## src/rtl/hazard_ctrl.sv

```systemverilog
// Pipeline hazard unit: forwarding selects, stall/flush control and a data-memory wait FSM.
// Stall/flush/forward are combinational; FSM, timeout flag and perf counters are registered.
module hazard_ctrl (
  input  logic       clk,
  input  logic       rst,
  input  logic [4:0] Rs1_D,
  input  logic [4:0] Rs2_D,
  input  logic [4:0] Rs1_E,
  input  logic [4:0] Rs2_E,
  input  logic [4:0] Rd_E,
  input  logic [1:0] ResultSrc_E,
  input  logic       PCSrc_E,
  input  logic [4:0] Rd_M,
  input  logic       RegWrite_M,
  input  logic [4:0] Rd_W,
  input  logic       RegWrite_W,
  input  logic       dmem_req_M,
  input  logic       dmem_ready_M,
  output logic       StallF,
  output logic       StallD,
  output logic       StallE,
  output logic       StallM,
  output logic       FlushD,
  output logic       FlushE,
  output logic       FlushW,
  output logic [1:0] ForwardA_E,
  output logic [1:0] ForwardB_E,
  output logic       mem_busy,
  output logic       mem_timeout,
  output logic [31:0] stall_cnt,
  output logic [31:0] flush_cnt
);

  typedef enum logic {RUN = 1'b0, MEM_WAIT = 1'b1} state_t;

  state_t     state, state_nxt;
  logic       memwait, lw_stall, branch;
  logic [7:0] wait_cnt;

  assign memwait  = dmem_req_M & ~dmem_ready_M;
  assign lw_stall = (ResultSrc_E == 2'b01) && (Rd_E != 5'd0) &&
                    ((Rd_E == Rs1_D) || (Rd_E == Rs2_D));
  assign branch   = ~memwait & PCSrc_E;

  function automatic logic [1:0] fwd_sel(input logic [4:0] rs);
    if (RegWrite_M && (Rd_M != 5'd0) && (Rd_M == rs))      return 2'b10;
    else if (RegWrite_W && (Rd_W != 5'd0) && (Rd_W == rs)) return 2'b01;
    else                                                    return 2'b00;
  endfunction

  always_comb begin
    ForwardA_E = 2'b00;
    ForwardB_E = 2'b00;
    if (!rst) begin
      ForwardA_E = fwd_sel(Rs1_E);
      ForwardB_E = fwd_sel(Rs2_E);
    end
  end

  // Priority: reset, memory wait (freezes everything, no flush of D/E), branch, load-use.
  always_comb begin
    {StallF, StallD, StallE, StallM} = 4'b0000;
    {FlushD, FlushE, FlushW}         = 3'b000;
    if (rst) begin
      {FlushD, FlushE, FlushW} = 3'b111;
    end else if (memwait) begin
      {StallF, StallD, StallE, StallM} = 4'b1111;
      FlushW = 1'b1;
    end else if (PCSrc_E) begin
      {FlushD, FlushE} = 2'b11;
    end else if (lw_stall) begin
      {StallF, StallD} = 2'b11;
      FlushE = 1'b1;
    end
  end

  always_ff @(posedge clk or posedge rst) begin
    if (rst) state <= RUN;
    else     state <= state_nxt;
  end

  always_comb begin
    state_nxt = state;
    case (state)
      RUN:      if (memwait)      state_nxt = MEM_WAIT;
      MEM_WAIT: if (dmem_ready_M) state_nxt = RUN;
      default:                    state_nxt = RUN;
    endcase
  end

  always_comb begin
    mem_busy = (state == MEM_WAIT);
  end

  // Timeout fires on the edge after the counter has saturated; the FSM keeps waiting.
  always_ff @(posedge clk or posedge rst) begin
    if (rst) begin
      wait_cnt    <= 8'd0;
      mem_timeout <= 1'b0;
    end else if (state == RUN) begin
      if (memwait) wait_cnt <= 8'd0;
    end else begin
      if (wait_cnt == 8'd255) mem_timeout <= 1'b1;
      else                    wait_cnt    <= wait_cnt + 8'd1;
    end
  end

  always_ff @(posedge clk or posedge rst) begin
    if (rst) begin
      stall_cnt <= 32'd0;
      flush_cnt <= 32'd0;
    end else begin
      if (StallF && (stall_cnt != 32'hFFFF_FFFF)) stall_cnt <= stall_cnt + 32'd1;
      if (branch && (flush_cnt != 32'hFFFF_FFFF)) flush_cnt <= flush_cnt + 32'd1;
    end
  end

endmodule

```

## config.mk

```make
export PLATFORM = sky130hd
export DESIGN_NAME = hazard_ctrl
export DESIGN_NICKNAME = d
export VERILOG_FILES = /design/src/rtl/hazard_ctrl.sv
export SDC_FILE = /design/constraint.sdc
export NUM_CORES = 1
export LEC_CHECK = 0
export CAP_MARGIN = 20
export CORE_MARGIN = 10
export CORE_UTILIZATION = 32
export CTS_BUF_LIST = sky130_fd_sc_hd__clkbuf_8
export CTS_CLUSTER_DIAMETER = 50
export DETAILED_ROUTE_END_ITERATION = 8
export GPL_TIMING_DRIVEN = 1
export SLEW_MARGIN = 40
export SYNTH_ARGS = -nofsm -noshare
export SYNTH_HDL_FRONTEND = slang
export SYNTH_SLANG_ARGS = --single-unit
```

## constraint.sdc

```tcl
create_clock -name clk -period 8.37 [get_ports clk]
set_input_delay 0.837 -clock clk [delete_from_list [all_inputs] [get_ports clk]]
set_output_delay 0.837 -clock clk [all_outputs]
set_load 0.03 [all_outputs]
```

==> flow_summary.ini, run 1 <==
[die]
dieArea_mm2 = 0.01736
io-pin-count = 121
core_mm2 = 0.01211
die_w_um = 131.8
rows = 40
initial_core_util_pct = 33.01
fp.dieH_um = 131.8

[routing]
ant_nets = 0
post_drt_wl_per_cell_um = 16.16
route.met2.wl_um = 5409
drc = 0
wl_um = 11300
routed.top_layer = met4
num_vias = 3395
drtIter0Drc = 140
routed_via_density = 4.857
wl_met1_um = 4967
first_pass_iters = 4
wl_met3_um = 677

[worst_hold_path]
hold_path_startpoint = mem_timeout
min_path_cells = 1
min_delay_worst_endpoint = mem_timeout
hold_class = flip-flop to flip-flop

[logic_synthesis]
syn_nets = 452
yosysMostFrequentCell = dfrtp_1
synth_cells = 405
yosys_register_bits = 74
synth_top_cells_by_count = dfrtp_1 (74), xor2_1 (48), xnor2_1 (45), nand2_1 (37), nor2_1 (37)
synth_top_area_cell = dfrtp_1
synth.top_cells.by_area = dfrtp_1 (46%), xor2_1 (11%), xnor2_1 (9.9%)
async_reset_ff_share_pct = 100.0
synth_top_area_share_pct = 46.32
synth_seq_area_share_pct = 46.32
syn_area_mm2 = 0.003998
synth_enable_flop_cells = 0
synth_warnings = 0
avgSynthCellArea_um2 = 9.871
synth.distinct_cells = 41
ys.flop_type = dfrtp_1

[cts]
cts_tree = built
cts_hold_buf = 0
clock-sinks = 74
postCtsSetupBuffers = 0
clockBufferDepth = 2
clk_pin_slew_ns = 0.07
cts_root_buf = clkbuf_8
htreeDepth = 3
numCtsBuffers = 9
clk_latency_ns = 0.35
ctsResizeCount = 0

[worst_setup_path]
critPathKind = input port to primary output
r2r_setup_slack_ns = 5.92
end_kind = primary output
reg2reg_to = stall_cnt[1]
cp-start-kind = input port
r2r_cells = 6
cp.required_ns = 7.53
arrival_ns = 3.38
cp_max_fo = 4
r2r-start = stall_cnt[0]
crit_start = Rd_M[1]

[global_routing]
grt_max_degree = 75
grt_pass1_wl_um = 18810
antenna_found_initial = 0
grt_pass1_vias = 3527
globalRouteTotalUtil_pct = 13.09
grt_overflow_total = 0

[placed_design]
hpwl_um = 8660
dp_slack_ns = 4.124
io_buffers = 120
gp_congestion = 0.8765
dp_cells = 687

[finish]
area_growth_pct = 38.22
seq_area_mm2 = 0.001852
antenna_cells = 0
post-route-util_pct = 45.62
fillers = 1216
nets = 577
multi_input_area_mm2 = 0.002056
final_cells = 699
drive_above_1_share_pct = 6.215

[sta]
finalMaxSlewViolations = 0
worstMarginPinSlew_ns = 0.7703
timing.final.crit_share_pct = 50.41
setup_slack_ns = 4.151
fin_crit_ns = 4.219
setup-violations-final = 0
rsz0062_at_grt = no
hold_viol = 0
finClkSkew_ns = 0.008124
max_freq_mhz = 237.0
finalSetupTns_ns = 0
maxSlewHeadroom_pct = 48.40

[pwr]
peakVddDrop_mv = 0.08332
p_leak_nw = 2.370
cellPowerDensity_mw_per_mm2 = 155.6

[run_status]
status = complete, no violations

[flow_run]
maxCapViolations = 0
==> layout make-up <==
class	instances	share of cell area (%)
Clock buffer	10	2.491
Timing Repair Buffer	121	21.94
Multi-Input combinational cell	311	37.21
Inverter	13	0.8832
Sequential cell	74	33.51
Tap cell	168	3.804
Clock inverter	2	0.1585
==> through the flow <==
step / power, W / hold slack, ns / cell area, um2
6_report: 0.0008598 / 0.4744 / 5525
5_1_grt: 0.0009112 / 0.5089 / 5525
4_1_cts: 0.0008776 / 0.4834 / 5525
3_5_place_dp: 0.0006429 / 0.4702 / 5379
3_3_place_gp: 0.0006401 / 0.4543 / 5366
2_1_floorplan: 0.0005391 / 0.4560 / 3998
==> registers in the layout (all words and copies together) (netlist names) <==
signal and cells:
stall_cnt 32, flush_cnt 32, wait_cnt 8, mem_timeout 1
mem_busy 1
==> per-layer routing <==
layer,vias up,track usage (%)
met5,-,0
met3,19,4.611
li1,1653,-
met2,105,21.22
met1,1618,15.80
met4,0,4.326
==> worst max-delay path by stage <==
stage,to,depth (start not counted)
final,ForwardB_E[0],6
after CTS,ForwardA_E[0],6
after global routing,ForwardA_E[0],6
after floorplan,ForwardA_E[0],4
after detailed placement,ForwardA_E[0],6
after global placement,ForwardB_E[0],6
==> critical path, cell delays in order <==
cell             delay (ns)
clkdlybuf4s50_1        0.46
or4_1                  0.56
o21ai_0                0.35
nor3_1                 0.11
nor4_1                 0.33
clkdlybuf4s50_1        0.74
==> logic make-up (layout without fill, tap and decap cells) <==
kind of cell / after synthesis / count (layout) / synth area share (%)
and+or+nand+nor: 190 / 190 / 25.32
xor gates and xnor gates: 93 / 93 / 20.38
DFF: 74 / 74 / 46.32
AOI/OAI and AO/OA: 22 / 22 / 3.725
buffers and inverters: 20 / 146 / 2.472
adders and majority gates: 3 / 3 / 0.9391
muxes: 3 / 3 / 0.8450
==> layout by cell type, fill, tap and decap left out, types with 3 or more instances in the layout <==
cell / count
nand3_1: 25
nand4_1: 17
or4_1: 5
inv_1: 13
and3_1: 9
nand2b_1: 3
xor2_1: 48
nand2_1: 37
nor4_1: 15
ha_1: 3
nor3_1: 24
xnor2_1: 45
o21ai_0: 9
clkbuf_8: 10
mux2_2: 3
nor2_1: 37
dfrtp_1: 74
clkdlybuf4s50_1: 120
or2_2: 4
a21oi_1: 3
==> report_power, final <==
group | internal [W] | switching, W
logic | 0.0000961 | 0.000113
registers | 0.000385 | 0.0000396
clock network | 0.000108 | 0.000119
total | 0.000588 | 0.000271
(Power assumes the default switching activity.)
==> run 2: changes to the inputs <==
==> constraint.sdc (replaced) <==
create_clock -name clk -period 3.6 [get_ports clk]
set_input_delay 0.36 -clock clk [delete_from_list [all_inputs] [get_ports clk]]
set_output_delay 0.36 -clock clk [all_outputs]
set_load 0.03 [all_outputs]
==> run 2 against run 1 <==
  * Flip-flop and latch count is the same
  * Register-to-register slack lost 4.8 ns
  * Sequential share of layout area shrank 0.31 points
  * Non-clock buffer count grew 1
  * Cell count grew 0.57%
  * Clock power grew to 2.8 times the previous value
  * Clock skew grew 0.0046 ns
  * Clock-buffer cell count is the same
  * Setup slack lost 3.9 ns
  * Largest cell class unchanged
==> flow_summary.ini, run 2 (synthesis results as in run 1) <==
[placed_design]
hpwl_um = 8693
dp_cells = 688
io_buffers = 120
gp_congestion = 0.8685

[global_routing]
grt_overflow_total = 0
grt_pass1_wl_um = 18920
grt_pass1_vias = 3525
grt_max_degree = 75
antenna_found_initial = 0
globalRouteTotalUtil_pct = 13.12

[finish]
post-route-util_pct = 46.04
antenna_cells = 0
top_regs = flush_cnt x32, stall_cnt x32, wait_cnt x8
final_cells = 703
nets = 578
fillers = 1163
layout_common_cells = clkdlybuf4s50_1 (120), dfrtp_1 (74), xor2_1 (48)
layout_commonest_cell = clkdlybuf4s50_1
area_growth_pct = 39.50
drive_above_1_share_pct = 6.542

[worst_setup_path]
critPathKind = input port to primary output
cp-start-kind = input port
end_kind = primary output
arrival_ns = 2.96
cp.required_ns = 3.24
cp_max_fo = 4

[pwr]
power_frac_comb_pct = 23.4
switching_share_pct = 31.38
peakVddDrop_mv = 0.2829
power_frac_seq_pct = 46.8
intPower_w = 0.001447
clkPwrFrac_pct = 29.8
power.switching_w = 0.0006619
p_leak_nw = 2.391
power_w = 0.002109
cellPowerDensity_mw_per_mm2 = 378.2

[cts]
clk_latency_ns = 0.35
postCtsSetupBuffers = 0
clk_pin_slew_ns = 0.08
cts_hold_buf = 0
cts_root_buf = clkbuf_8
htreeDepth = 3
clock-sinks = 74
ctsResizeCount = 0
numCtsBuffers = 9
clockBufferDepth = 2
cts_tree = built

[die]
fp.dieH_um = 131.8
die_w_um = 131.8
initial_core_util_pct = 33.01
rows = 40
dieArea_mm2 = 0.01736
core_mm2 = 0.01211
io-pin-count = 121

[sta]
setup-violations-final = 0
maxSlewHeadroom_pct = 46.27
finClkSkew_ns = 0.01272
hold_viol = 0
finalSetupTns_ns = 0
timing.final.crit_share_pct = 92.13
rsz0062_at_grt = no
fin_crit_ns = 3.317
max_freq_mhz = 301.5
worstMarginPinSlew_ns = 0.8022
finalMaxSlewViolations = 0

[routing]
post_drt_wl_per_cell_um = 16.34
wl_um = 11480
drtIter0Drc = 172
routed_via_density = 4.829
drc = 0
first_pass_iters = 4
ant_nets = 0
num_vias = 3395

[worst_hold_path]
hold_class = flip-flop to flip-flop

[run_status]
status = complete, no violations

[flow_run]
maxCapViolations = 0
[run 2: changes by cell type in the layout (fill, tap and decap cells not counted), sizes merged]
cell / change
clkinvlp: +2
buf: +1
bufinv: +1
clkinv: -1
inv: +1
[run 2: power by group through the flow]
stage | Clock [W] | Combinational [W] | Sequential [W]
CTS | 0.000652 | 0.000501 | 0.000987
floorplan | 0 | 0.000169 | 0.00108
global placement | 0 | 0.000487 | 0.00100
detailed placement | 0 | 0.000498 | 0.00100
global route | 0.000687 | 0.000533 | 0.00100
finish | 0.000630 | 0.000493 | 0.000987
[run 2: area by class of cell]
type                       count  area, um2  area share (%)
multi-input combinational    311       2056           36.86
clock buffer                  10      137.6           2.468
inverter                      13      52.55          0.9423
tap                          168      210.2           3.769
timing repair buffer         122       1220           21.88
sequential                    74       1852           33.21
clock inverter                 5      48.80          0.8750
[run 2: metal layers]
layer,vias to the layer above,wire [um],GRT usage [%],share of wire [%]
li1,1651,-,-,-
met3,9,667,5.069,5.8
met4,0,96,2.596,0.84
met5,-,0,0,0
met1,1647,5179,16.47,45
met2,88,5541,20.95,48
[run 2: path summary, 6_finish.rpt]
| kind | startpoint | endpoint | slack [ns] | cells past startpoint |
|---|---|---|---|---|
| min reg2reg | mem_timeout | mem_timeout | 0.47 | 1 |
| max in group asynchronous | rst | stall_cnt[28] | 2.35 | 3 |
| min in group asynchronous | rst | wait_cnt[5] | 0.73 | 3 |
| max | Rd_M[2] | ForwardA_E[0] | 0.28 | 6 |
| max reg2reg | stall_cnt[0] | stall_cnt[1] | 1.14 | 6 |
| min | mem_timeout | mem_timeout | 0.47 | 1 |
[run 2: worst max-delay path: stages]
cell             delay, ns
clkdlybuf4s50_1       0.48
or4_1                 0.54
o21ai_0               0.42
nor3_1                0.12
nor4_1                0.30
clkdlybuf4s50_1       0.74
[run 2: through the flow]
step	cell area [um2]	hold WS (ns)	worst slack, ns
after floorplan	4001	0.4264	0.4364
after global placement	5378	0.4539	0.4043
after detailed placement	5390	0.4653	0.3113
after CTS	5577	0.4828	0.3070
after global routing	5577	0.5173	0.2002
final	5577	0.4738	0.2831
==> run 3: changes to the inputs <==
--- a/config.mk
+++ b/config.mk
@@ -6,7 +6,7 @@
 export NUM_CORES = 1
 export LEC_CHECK = 0
 export CAP_MARGIN = 20
-export CORE_MARGIN = 10
+export CORE_MARGIN = 2
 export CORE_UTILIZATION = 32
 export CTS_BUF_LIST = sky130_fd_sc_hd__clkbuf_8
 export CTS_CLUSTER_DIAMETER = 50
==> run 3 against run 2 <==
  * Cell count unchanged
  * Combinational power down 1%
  * Hold slack gained 0.012 ns
  * Global-route usage grew 2.4 points
  * Non-clock buffer count did not move
  * Clock-buffer cell count down 1
  * Wire length fell by 11%
  * Critical path type unchanged
  * Critical endpoint is now ForwardB_E[0]
==> flow_summary.ini, run 3 (synthesis results as in run 1) <==
[routing]
drc = 0
wl_met1_um = 4935
route.met2.wl_um = 4586
wl_um = 10170
routed.top_layer = met4
first_pass_iters = 4
routed_via_density = 4.777
wl_met3_um = 570
post_drt_wl_per_cell_um = 14.47
num_vias = 3358
drtIter0Drc = 189
ant_nets = 0

[pwr]
peakVddDrop_mv = 0.3119
power_frac_comb_pct = 22.7
cellPowerDensity_mw_per_mm2 = 383.2
switching_share_pct = 30.20
p_leak_nw = 2.402
intPower_w = 0.001495
clkPwrFrac_pct = 31.5
power.switching_w = 0.0006469
power_frac_seq_pct = 45.8
power_w = 0.002142

[die]
dieArea_mm2 = 0.01340
rows = 40
die_w_um = 115.8
core_mm2 = 0.01211
io-pin-count = 121
fp.dieH_um = 115.8
initial_core_util_pct = 33.01

[worst_setup_path]
cp-start-kind = input port
cp_max_fo = 4
critPathKind = input port to primary output
cp.required_ns = 3.24
r2r_setup_slack_ns = 1.21
arrival_ns = 2.90
end_kind = primary output

[sta]
setup-violations-final = 0
timing.final.crit_share_pct = 90.66
max_freq_mhz = 306.4
rsz0062_at_grt = no
hold_viol = 0
maxSlewHeadroom_pct = 48.57
holdWs_ns = 0.4855
finalMaxSlewViolations = 0
setup_slack_ns = 0.3363
worstMarginPinSlew_ns = 0.7677
finalSetupTns_ns = 0
fin_crit_ns = 3.264
finClkSkew_ns = 0.007459

[placed_design]
dp_slack_ns = 0.3578
io_buffers = 120
gp_congestion = 0.8923
hpwl_um = 7574

[global_routing]
antenna_found_initial = 0
grt_overflow_total = 0
globalRouteTotalUtil_pct = 15.47
grt_max_degree = 75
grt_pass1_vias = 3206
grt_pass1_wl_um = 16340

[cts]
postCtsSetupBuffers = 0
clk_pin_slew_ns = 0.07
cts_hold_buf = 0
ctsResizeCount = 0
clockBufferDepth = 2
numCtsBuffers = 9
cts_root_buf = clkbuf_8
htreeDepth = 3
clk_latency_ns = 0.34
clock-sinks = 74
cts_tree = built

[finish]
layout_common_cells = clkdlybuf4s50_1 (120), dfrtp_1 (74), xor2_1 (48)
layout_commonest_cell = clkdlybuf4s50_1
drive_above_1_share_pct = 6.542
fillers = 1171
nets = 578
top_regs = flush_cnt x32, stall_cnt x32, wait_cnt x8
antenna_cells = 0
area_growth_pct = 39.84

[run_status]
status = complete, no violations

[worst_hold_path]
hold_class = flip-flop to flip-flop

[flow_run]
maxCapViolations = 0
-- run 3: path summary, 6_finish.rpt --
path	from	endpoint	depth (start not counted)
min	mem_timeout	mem_timeout	1
max in group asynchronous	rst	flush_cnt[3]	3
max reg2reg	stall_cnt[0]	stall_cnt[1]	6
max	Rd_M[2]	ForwardB_E[0]	6
min in group asynchronous	rst	wait_cnt[1]	3
min reg2reg	mem_timeout	mem_timeout	1
-- run 3: power by group through the flow --
| stage | combinational (W) | sequential, W | clock (W) |
|---|---|---|---|
| finish | 0.000487 | 0.000981 | 0.000675 |
| global route | 0.000522 | 0.000993 | 0.000730 |
| CTS | 0.000493 | 0.000981 | 0.000705 |
| detailed placement | 0.000490 | 0.000997 | 0 |
| global placement | 0.000486 | 0.000996 | 0 |
| floorplan | 0.000169 | 0.00108 | 0 |
-- run 3: critical path, stage by stage --
cell	delay, ns
clkdlybuf4s50_1	0.48
or4_1	0.53
o21ai_0	0.37
nor3_1	0.11
nor4_1	0.32
clkdlybuf4s50_1	0.72
-- run 3: layout make-up --
class	count	area [um2]	share of cell area (%)
clock buffers	9	123.9	2.216
clock inverters	6	76.32	1.365
inverters	13	52.55	0.9400
multi-input cells	311	2056	36.77
flip-flops and latches	74	1852	33.12
well taps	168	210.2	3.760
repair buffers	122	1220	21.82
-- run 3: layer usage --
metal	vias up	global-route usage [%]
met2	79	23.78
met1	1616	21.61
met5	-	0
met3	8	5.335
met4	0	2.540
li1	1655	-
-- run 3: through the flow --
stage / instances / cell area [um2] / util [%]
5_1_grt: 703 / 5590 / 46.16
2_1_floorplan: 405 / 4001 / -
3_3_place_gp: 688 / 5378 / 44.40
4_1_cts: 703 / 5590 / 46.16
6_report: 703 / 5590 / 46.16
3_5_place_dp: 688 / 5390 / 44.50
